**src/rtl/cla_self_test_engine_if.sv**
```systemverilog
// Handshake and adder-facing signal bundle for the CLA self-test engine.
// The master modport is the engine; the slave modport is the host plus adder side.
interface cla_self_test_engine_if #(
   parameter int unsigned CNT_W = 16,
   parameter int unsigned ERR_W = 16
);

   // Run control from the host
   logic             start;
   logic [CNT_W-1:0] num_vectors;

   // Operands to the adder and its response
   logic [31:0]      dut_a;
   logic [31:0]      dut_b;
   logic             dut_cin;
   logic [31:0]      dut_s;
   logic             dut_cout;

   // Run status and results
   logic             busy;
   logic             done;
   logic             pass;
   logic [ERR_W-1:0] err_count;
   logic [CNT_W-1:0] first_fail_idx;

   modport master (
      input  start, num_vectors, dut_s, dut_cout,
      output dut_a, dut_b, dut_cin, busy, done, pass, err_count, first_fail_idx
   );

   modport slave (
      output start, num_vectors, dut_s, dut_cout,
      input  dut_a, dut_b, dut_cin, busy, done, pass, err_count, first_fail_idx
   );

endinterface

```
**src/rtl/cla_self_test_engine.sv**
```systemverilog
// Built-in self-test driver/checker for a 32-bit CLA adder. Operands come from a
// Galois LFSR, are held for a settle window, and the adder response is compared
// against a sum computed here when the operands were loaded.
module cla_self_test_engine #(
   parameter logic [31:0] SEED          = 32'h0000_0001, // must be nonzero
   parameter logic [31:0] POLY          = 32'h8020_0003,
   parameter int unsigned SETTLE_CYCLES = 2,             // must be >= 1
   parameter int unsigned CNT_W         = 16,
   parameter int unsigned ERR_W         = 16
) (
   input logic                    clk,
   input logic                    rst,
   cla_self_test_engine_if.master bus
);

   localparam int unsigned SW = (SETTLE_CYCLES > 1) ? $clog2(SETTLE_CYCLES) : 1;
   localparam logic [SW-1:0] SETTLE_LAST = SW'(SETTLE_CYCLES - 1);

   typedef enum logic [1:0] {
      StIdle,
      StSettle,
      StCheck,
      StDone
   } state_e;

   // One Galois LFSR shift
   function automatic logic [31:0] lfsr_step(input logic [31:0] s);
      return (s >> 1) ^ (s[0] ? POLY : 32'h0);
   endfunction

   state_e           state_q, state_d;
   logic [31:0]      lfsr_q, lfsr_d;
   logic [31:0]      a_q, a_d;
   logic [31:0]      b_q, b_d;
   logic             cin_q, cin_d;
   logic [31:0]      exp_s_q, exp_s_d;
   logic             exp_cout_q, exp_cout_d;
   logic [CNT_W-1:0] nvec_q, nvec_d;
   logic [CNT_W-1:0] idx_q, idx_d;
   logic [SW-1:0]    settle_q, settle_d;
   logic             busy_q, busy_d;
   logic             done_q, done_d;
   logic             pass_q, pass_d;
   logic [ERR_W-1:0] err_q, err_d;
   logic [CNT_W-1:0] ffi_q, ffi_d;

   // Vector generation scratch
   logic             load;
   logic             load_from_seed;
   logic [31:0]      vec_l;
   logic [31:0]      vec_m;
   logic [32:0]      vec_sum;
   logic             vec_cin;

   // Checking scratch
   logic             mismatch;
   logic [ERR_W-1:0] err_next;

   // Build the next vector from either SEED (run start) or the running LFSR
   always_comb begin
      vec_l   = load_from_seed ? SEED : lfsr_q;
      vec_m   = lfsr_step(vec_l);
      vec_cin = vec_l[0] ^ vec_m[31];
      vec_sum = {1'b0, vec_l} + {1'b0, vec_m} + {32'h0, vec_cin};
   end

   // Response compare and saturating error increment
   always_comb begin
      mismatch = ({bus.dut_cout, bus.dut_s} != {exp_cout_q, exp_s_q});
      err_next = err_q;
      if (mismatch && (err_q != '1)) begin
         err_next = err_q + ERR_W'(1);
      end
   end

   // Next-state and datapath control
   always_comb begin
      state_d        = state_q;
      lfsr_d         = lfsr_q;
      a_d            = a_q;
      b_d            = b_q;
      cin_d          = cin_q;
      exp_s_d        = exp_s_q;
      exp_cout_d     = exp_cout_q;
      nvec_d         = nvec_q;
      idx_d          = idx_q;
      settle_d       = settle_q;
      busy_d         = busy_q;
      done_d         = done_q;
      pass_d         = pass_q;
      err_d          = err_q;
      ffi_d          = ffi_q;
      load           = 1'b0;
      load_from_seed = 1'b0;

      unique case (state_q)
         StIdle, StDone: begin
            if (bus.start) begin
               nvec_d = bus.num_vectors;
               err_d  = '0;
               ffi_d  = '1;
               pass_d = 1'b0;
               done_d = 1'b0;
               idx_d  = '0;
               if (bus.num_vectors == '0) begin
                  // Empty run finishes immediately and trivially passes
                  state_d = StDone;
                  done_d  = 1'b1;
                  pass_d  = 1'b1;
               end else begin
                  load           = 1'b1;
                  load_from_seed = 1'b1;
                  busy_d         = 1'b1;
                  settle_d       = '0;
                  state_d        = StSettle;
               end
            end
         end

         StSettle: begin
            if (settle_q == SETTLE_LAST) begin
               state_d = StCheck;
            end else begin
               settle_d = settle_q + SW'(1);
            end
         end

         StCheck: begin
            err_d = err_next;
            if (mismatch && (ffi_q == '1)) begin
               ffi_d = idx_q;
            end
            if (idx_q == nvec_q - CNT_W'(1)) begin
               state_d = StDone;
               busy_d  = 1'b0;
               done_d  = 1'b1;
               pass_d  = (err_next == '0);
            end else begin
               idx_d    = idx_q + CNT_W'(1);
               load     = 1'b1;
               settle_d = '0;
               state_d  = StSettle;
            end
         end

         default: begin
            state_d = StIdle;
         end
      endcase

      if (load) begin
         a_d        = vec_l;
         b_d        = vec_m;
         cin_d      = vec_cin;
         exp_s_d    = vec_sum[31:0];
         exp_cout_d = vec_sum[32];
         lfsr_d     = lfsr_step(vec_m);
      end
   end

   // State and datapath registers; reset aborts any run in progress
   always_ff @(posedge clk or posedge rst) begin
      if (rst) begin
         state_q    <= StIdle;
         lfsr_q     <= SEED;
         a_q        <= '0;
         b_q        <= '0;
         cin_q      <= 1'b0;
         exp_s_q    <= '0;
         exp_cout_q <= 1'b0;
         nvec_q     <= '0;
         idx_q      <= '0;
         settle_q   <= '0;
         busy_q     <= 1'b0;
         done_q     <= 1'b0;
         pass_q     <= 1'b0;
         err_q      <= '0;
         ffi_q      <= '1;
      end else begin
         state_q    <= state_d;
         lfsr_q     <= lfsr_d;
         a_q        <= a_d;
         b_q        <= b_d;
         cin_q      <= cin_d;
         exp_s_q    <= exp_s_d;
         exp_cout_q <= exp_cout_d;
         nvec_q     <= nvec_d;
         idx_q      <= idx_d;
         settle_q   <= settle_d;
         busy_q     <= busy_d;
         done_q     <= done_d;
         pass_q     <= pass_d;
         err_q      <= err_d;
         ffi_q      <= ffi_d;
      end
   end

   assign bus.dut_a          = a_q;
   assign bus.dut_b          = b_q;
   assign bus.dut_cin        = cin_q;
   assign bus.busy           = busy_q;
   assign bus.done           = done_q;
   assign bus.pass           = pass_q;
   assign bus.err_count      = err_q;
   assign bus.first_fail_idx = ffi_q;

endmodule

```
**src/flat_wrapper.sv**
```systemverilog
// flat-port wrapper written by rule: the top's interface ports become plain ports
module cla_self_test_engine_flat 
#(
   parameter logic [31:0] SEED          = 32'h0000_0001,                   
   parameter logic [31:0] POLY          = 32'h8020_0003,
   parameter int unsigned SETTLE_CYCLES = 2,                            
   parameter int unsigned CNT_W         = 16,
   parameter int unsigned ERR_W         = 16
)
  (clk, rst, bus_start, bus_num_vectors, bus_dut_s, bus_dut_cout, bus_dut_a, bus_dut_b, bus_dut_cin, bus_busy, bus_done, bus_pass, bus_err_count, bus_first_fail_idx);
  cla_self_test_engine_if #(.CNT_W(CNT_W), .ERR_W(ERR_W)) bus_i ();
  input logic clk;
  input logic rst;
  input wire logic [$bits(bus_i.start)-1:0] bus_start;
  input wire logic [$bits(bus_i.num_vectors)-1:0] bus_num_vectors;
  input wire logic [$bits(bus_i.dut_s)-1:0] bus_dut_s;
  input wire logic [$bits(bus_i.dut_cout)-1:0] bus_dut_cout;
  output wire logic [$bits(bus_i.dut_a)-1:0] bus_dut_a;
  output wire logic [$bits(bus_i.dut_b)-1:0] bus_dut_b;
  output wire logic [$bits(bus_i.dut_cin)-1:0] bus_dut_cin;
  output wire logic [$bits(bus_i.busy)-1:0] bus_busy;
  output wire logic [$bits(bus_i.done)-1:0] bus_done;
  output wire logic [$bits(bus_i.pass)-1:0] bus_pass;
  output wire logic [$bits(bus_i.err_count)-1:0] bus_err_count;
  output wire logic [$bits(bus_i.first_fail_idx)-1:0] bus_first_fail_idx;
  assign bus_i.start = bus_start;
  assign bus_i.num_vectors = bus_num_vectors;
  assign bus_i.dut_s = bus_dut_s;
  assign bus_i.dut_cout = bus_dut_cout;
  assign bus_dut_a = bus_i.dut_a;
  assign bus_dut_b = bus_i.dut_b;
  assign bus_dut_cin = bus_i.dut_cin;
  assign bus_busy = bus_i.busy;
  assign bus_done = bus_i.done;
  assign bus_pass = bus_i.pass;
  assign bus_err_count = bus_i.err_count;
  assign bus_first_fail_idx = bus_i.first_fail_idx;
  cla_self_test_engine #(.SEED(SEED), .POLY(POLY), .SETTLE_CYCLES(SETTLE_CYCLES), .CNT_W(CNT_W), .ERR_W(ERR_W)) u_core (.clk(clk), .rst(rst), .bus(bus_i));
endmodule
```
**config.mk**
```make
export PLATFORM = sky130hd
export DESIGN_NAME = cla_self_test_engine_flat
export DESIGN_NICKNAME = d
export VERILOG_FILES = /design/src/rtl/cla_self_test_engine_if.sv /design/src/rtl/cla_self_test_engine.sv /design/src/flat_wrapper.sv
export SDC_FILE = /design/constraint.sdc
export NUM_CORES = 1
export LEC_CHECK = 0
export ABC_AREA = 1
export CORE_ASPECT_RATIO = 1.5
export CORE_MARGIN = 2
export CORE_UTILIZATION = 30
export DETAILED_ROUTE_END_ITERATION = 7
export PLACE_DENSITY_LB_ADDON = 0.15
export SYNTH_ARGS = -nofsm -noshare
export SYNTH_HDL_FRONTEND = slang
export SYNTH_SLANG_ARGS = --single-unit
```
**constraint.sdc**
```tcl
create_clock -name clk -period 4.7 [get_ports clk]
set_input_delay 1.175 -clock clk [delete_from_list [all_inputs] [get_ports clk]]
set_output_delay 1.175 -clock clk [all_outputs]
set_load 0.05 [all_outputs]
```
-- Word level (Yosys, flattened, before mapping)
Cells that the tools add are included.
Widths: inputs -> output; s select.
- bits in latches: 0
- output and inout bits: 100
- bits in read-only memories: 0
- memories kept: 0
- flip-flop bits (word level): 200
- bits of input ports: 52
- RAM bits: 0
- multiply operators: 0
- add/subtract/negate cells: 6
- magnitude comparators: 0
- equal/unequal tests: 13
- div/mod/pow operators: 0
- bitwise gates (word level): 3
- reduce and logical (&&, ||, !) cells: 15
- mux-type cells: 36
- shifts and indexed selects: 0
- operators by type and width (cell ; number):
    $mux 32 ; 3
    $pmux 16 s2 ; 3
    $mux 16 ; 5
    $xor 31x32->32 ; 2
    $add 32x32->33 ; 1
    $add 33x1->33 ; 1
    $ne 33x33->1 ; 1
    $add 16x1->16 const B ; 2
    $logic_not 16->1 ; 2
    $eq 16x16->1 ; 1
    $eq 16x16->1 const B ; 1
    $ne 16x16->1 const B ; 1
    $sub 16x1->16 const B ; 1
    $mux 1 ; 15
    $reduce_and 3->1 ; 4
    $mux 2 ; 4
    $pmux 1 s2 ; 4
    $ne 2x1->1 const B ; 3
    $ne 2x2->1 const B ; 3
    $pmux 2 s3 ; 1
    $reduce_and 2->1 ; 3
    $eq 2x2->1 const B ; 2
    $reduce_and 4->1 ; 1
    $pmux 1 s3 ; 1
    other kinds (7) ; 8

-- Logic depth before layout (Yosys ltp)
- depth after elaboration: 9
- mapped depth: 25

-- Least setup slack after synthesis
OpenSTA, ideal clock, no wires.
- path type: input to register
- start point: input port bus_num_vectors[3]
- end point: register u_core.exp_s_q[31]
- library setup time: 117 ps
- data required time: 4583 ps
- slack: 952 ps
- arrival: 3631 ps
- cell stages on the path: 20
- cell sequence: nor2_1 nand2_1 nor2_2 nand2_1 nand2_4 buf_6 buf_4 buf_2 clkbuf_1 nand2_1 inv_1 ha_1 a21oi_1 o21ai_0 a21oi_1 o21ai_0 a21oi_1 nand3_1 nand3_1 nand2_1
- RTL lines (element ; RTL line ; RTL):
    start: declaration ; flat_wrapper.sv:15 ; input wire logic [$bits(bus_i.num_vectors)-1:0] bus_num_vectors;
    $logic_not 16->1 * ; cla_self_test_engine.sv:105 ; if (bus.num_vectors == '0) begin
    $mux 1 * ; cla_self_test_engine.sv:105 ;
    $mux 1 * ; cla_self_test_engine.sv:98 ; if (bus.start) begin
    $mux 1 * ; cla_self_test_engine.sv:96 ; unique case (state_q)
    $mux 32 * ; cla_self_test_engine.sv:61 ; vec_l = load_from_seed ? SEED : lfsr_q;
    named net u_core.vec_l[24] ; cla_self_test_engine.sv:50 ; logic [31:0] vec_l;
    $xor 31x32->32 ; cla_self_test_engine.sv:28 ; return (s >> 1) ^ (s[0] ? POLY : 32'h0);
    $add 32x32->33 * ; cla_self_test_engine.sv:64 ; vec_sum = {1'b0, vec_l} + {1'b0, vec_m} + {32'h0, vec_cin};
    $add 33x1->33 * ; cla_self_test_engine.sv:64 ;
    end signal: assignment ; cla_self_test_engine.sv:185 ; exp_s_q <= exp_s_d;
    end: declaration ; cla_self_test_engine.sv:36 ; logic [31:0] exp_s_q, exp_s_d;
The timed path passes the listed nets; every way through them passes the cells marked *.
A chain may end at the register's enable or synchronous reset.

-- Worst setup path after layout
- start point: input port bus_num_vectors[0]
- end point: register u_core.exp_s_q[29]
The elaborated chain is that of the path after synthesis.

==> summary.txt <==
Overall Global Routing Usage = 18.5%
PnR worst setup slack = 0.763 ns
Pleak = 5.73 nW
Vias in the first global route = 9541
Max H-tree Level = 4
Rows = 83
Initial drt markers = 567
Initial antenna violation count = 0
Avg Inst Size Synth = 6.98 um^2
Post-DP HPWL = 25500 um
Root Driver = clkbuf_16
Synthesized cell area = 10300 um^2
Routed wire length = 32400 um
Hold-fix buffers, CTS = 0
CP endpoint kind = flop
Slew Limit Fails = 0
Peak VDD IR = 0.275 mV
Register area share after synthesis = 34.3%
Fin util = 36.2%
Worst Path Class, Setup = input pin to flop
#FFs+latches synth = 140
Final ANT Viol Nets = 0
Relative slew slack = 52.4%
Synth Area in Simple Gates = 30.8%
EDFF count, synth = 0
Top_reg_cell synth = dfrtp_1
Placed Cells = 1963
Clock Skews = 0.0177 ns
Post-CTS Setup Bufs = 0
Dpl ws = 0.238 ns
CTS Buffer Depth = 2
Final Cycle Share = 83.8%
HP Class = flop to flop
Tot Pwr = 8.03 mW
Commonest non-fill, non-tap cells in the layout = 421 x nand2_1, 168 x inv_1, 150 x clkdlybuf4s50_1, 123 x dfrtp_1
Yosys Warn Count = 0
Fmax = 254 MHz
Fraction of layout cells with a size suffix above 1 = 6.18%
TritonCTS buffer count = 17
Largest net degree at the start of global routing = 71
GRT Residual Overflow = 0
GP Congestion = 0.876
Vias = 9509
Synth Area in Compound Gates = 10.5%
Critical Path AT = 4.28 ns
CP max FO = 52
Cells after synthesis = 1473
Synth area leaders = dfrtp_1 30%, nand2_1 15%, inv_1 6.2%
DR pass1 iterations = 5
Clock Sink Count = 140
CTS clk-pin slew, worst paths = 0.07 ns
Die Y = 231 um
First-pass GRT wire length = 51400 um
Vias per cell = 4.77
Clk_lat worst skew = 0.46 ns
Top-area cell type share of the netlist area = 29.9%
WHS Path Cells = 2
Wire per inst = 16.2 um
Port buffer count = 150
Commonest non-fill, non-tap cell in the layout = nand2_1
Post-synth net total = 1549
Synth-to-Final Area Change = 20.0%
Largest family of logic cells by synthesized area = simple AND/OR/NAND/NOR gates
CP Launch Type = input pin
Multiplexer share of the synthesized area = 0%
Ys async rst share = 100%
I/O pin count = 152
Die width = 155 um
Post-cts resize count = 0
Biggest area consumer among synthesized cells = dfrtp_1
PwrDens = 651 nW/um^2
Final Non-Filler Cells = 1995
RSZ-0062 raised after global routing = false
Final setup viols = 0
Worst-margin pin slew = 0.707 ns
CORE AREA = 34100 um^2
Final setup TNS = 0 ns
Nets = 1633
Depth of the worst register-to-register path = 19
CTS tree = built
Post-Synth Adder-Cell Area = 2.99%
Synth unique cells = 46
Xor and xnor area share after synthesis = 8.26%
Effective utilization at floorplan = 30.2%
Maxcap violations = 0
Tmin final = 3.94 ns
WP data required = 5.04 ns
Status = finished, final reports clean
Diode count = 0
Final Hold Vio Count = 0
Die area = 35800 um^2
DRC errors left = 0
==> sequential cells by signal (all words and copies together) (netlist names) <==
name	count
u_core.bus.pass	1
u_core.bus.done	1
u_core.exp_s_q	32
u_core.settle_q	1
u_core.state_q	2
u_core.bus.busy	1
u_core.bus.err_count	16
u_core.bus.first_fail_idx	16
u_core.bus.dut_b	31
u_core.bus.dut_a	3
u_core.nvec_q	16
u_core.idx_q	16
u_core.lfsr_q	3
u_core.exp_cout_q	1
==> synthesized netlist by cell type (all sizes together), types with 8 or more instances <==
cell type / n
nand2: 430
dfrtp: 123
clkbuf: 18
buf: 84
nand3: 121
inv: 171
xnor2: 33
xor2: 64
o22ai: 14
o31ai: 8
a21oi: 41
nor3: 11
dfstp: 17
ha: 23
nor4: 8
o21ai: 122
nor2: 127
nand4: 29
==> worst max-delay path: stages <==
cell and delay (ns):
clkdlybuf4s50_1 0.43, nor2_1 0.12, nand2_1 0.12, nor2_2 0.16
nand2_1 0.10, nand2_4 0.09, buf_4 0.41, nand2_1 0.13
inv_1 0.11, ha_1 0.20, nand2_1 0.13, o21ai_0 0.50
nand2_1 0.11, a21oi_1 0.16, nor2_1 0.07, nand2_1 0.06
nand2_1 0.05, nand3_1 0.06, nand2_1 0.04
==> per-layer routing <==
layer	vias up	part of all wire, %	global-route usage, %
met1	4411	39	19.8
met4	0	3.7	8.31
met2	202	54	35.5
met3	53	2.9	2.74
li1	4843	-	-
met5	-	0	0
==> power by group <==
part / total [mW] / internal, mW / switching, mW
clock network: 1.35 / 0.725 / 0.629
logic: 4.57 / 1.46 / 3.11
registers: 2.11 / 1.67 / 0.437
total: 8.03 / 3.85 / 4.18
==> layout make-up <==
class	count	area (um^2)
sequential	140	3520
multi-input combinational	1060	5410
inverter	171	646
clock buffer	18	450
clock inverter	14	120
timing repair buffer	167	1650
tap	425	532
fill	3619	21700
==> metrics by stage <==
stage | cell area [um^2] | hold slack [ns]
after floorplan | 10300 | 0.448
after global placement | 11800 | 0.471
after detailed placement | 11800 | 0.467
after CTS | 12300 | 0.497
after global routing | 12300 | 0.518
final | 12300 | 0.488
==> logic make-up after synthesis <==
kind of cell             Yosys count
adder cells (fa/ha/maj)           24
AND/OR/NAND/NOR                  740
flip-flops                       140
other                              1
buffers and inverters            273
AO/OA/AOI/OAI                    198
XOR/XNOR                          97
==> worst paths after layout <==
kind / from / endpoint / slack [ns]
hold / removal: u_core.settle_q / u_core.settle_q / 0.49
setup / recovery: bus_num_vectors[0] / u_core.exp_s_q[29] / 0.76
min in group asynchronous: rst / u_core.bus.err_count[12] / 1.17
hold reg to reg: u_core.settle_q / u_core.settle_q / 0.49
max in group asynchronous: rst / u_core.lfsr_q[0] / 2.71
setup reg to reg: u_core.state_q[0] / u_core.exp_s_q[12] / 1.45
Power figures use the tool's default switching activity.
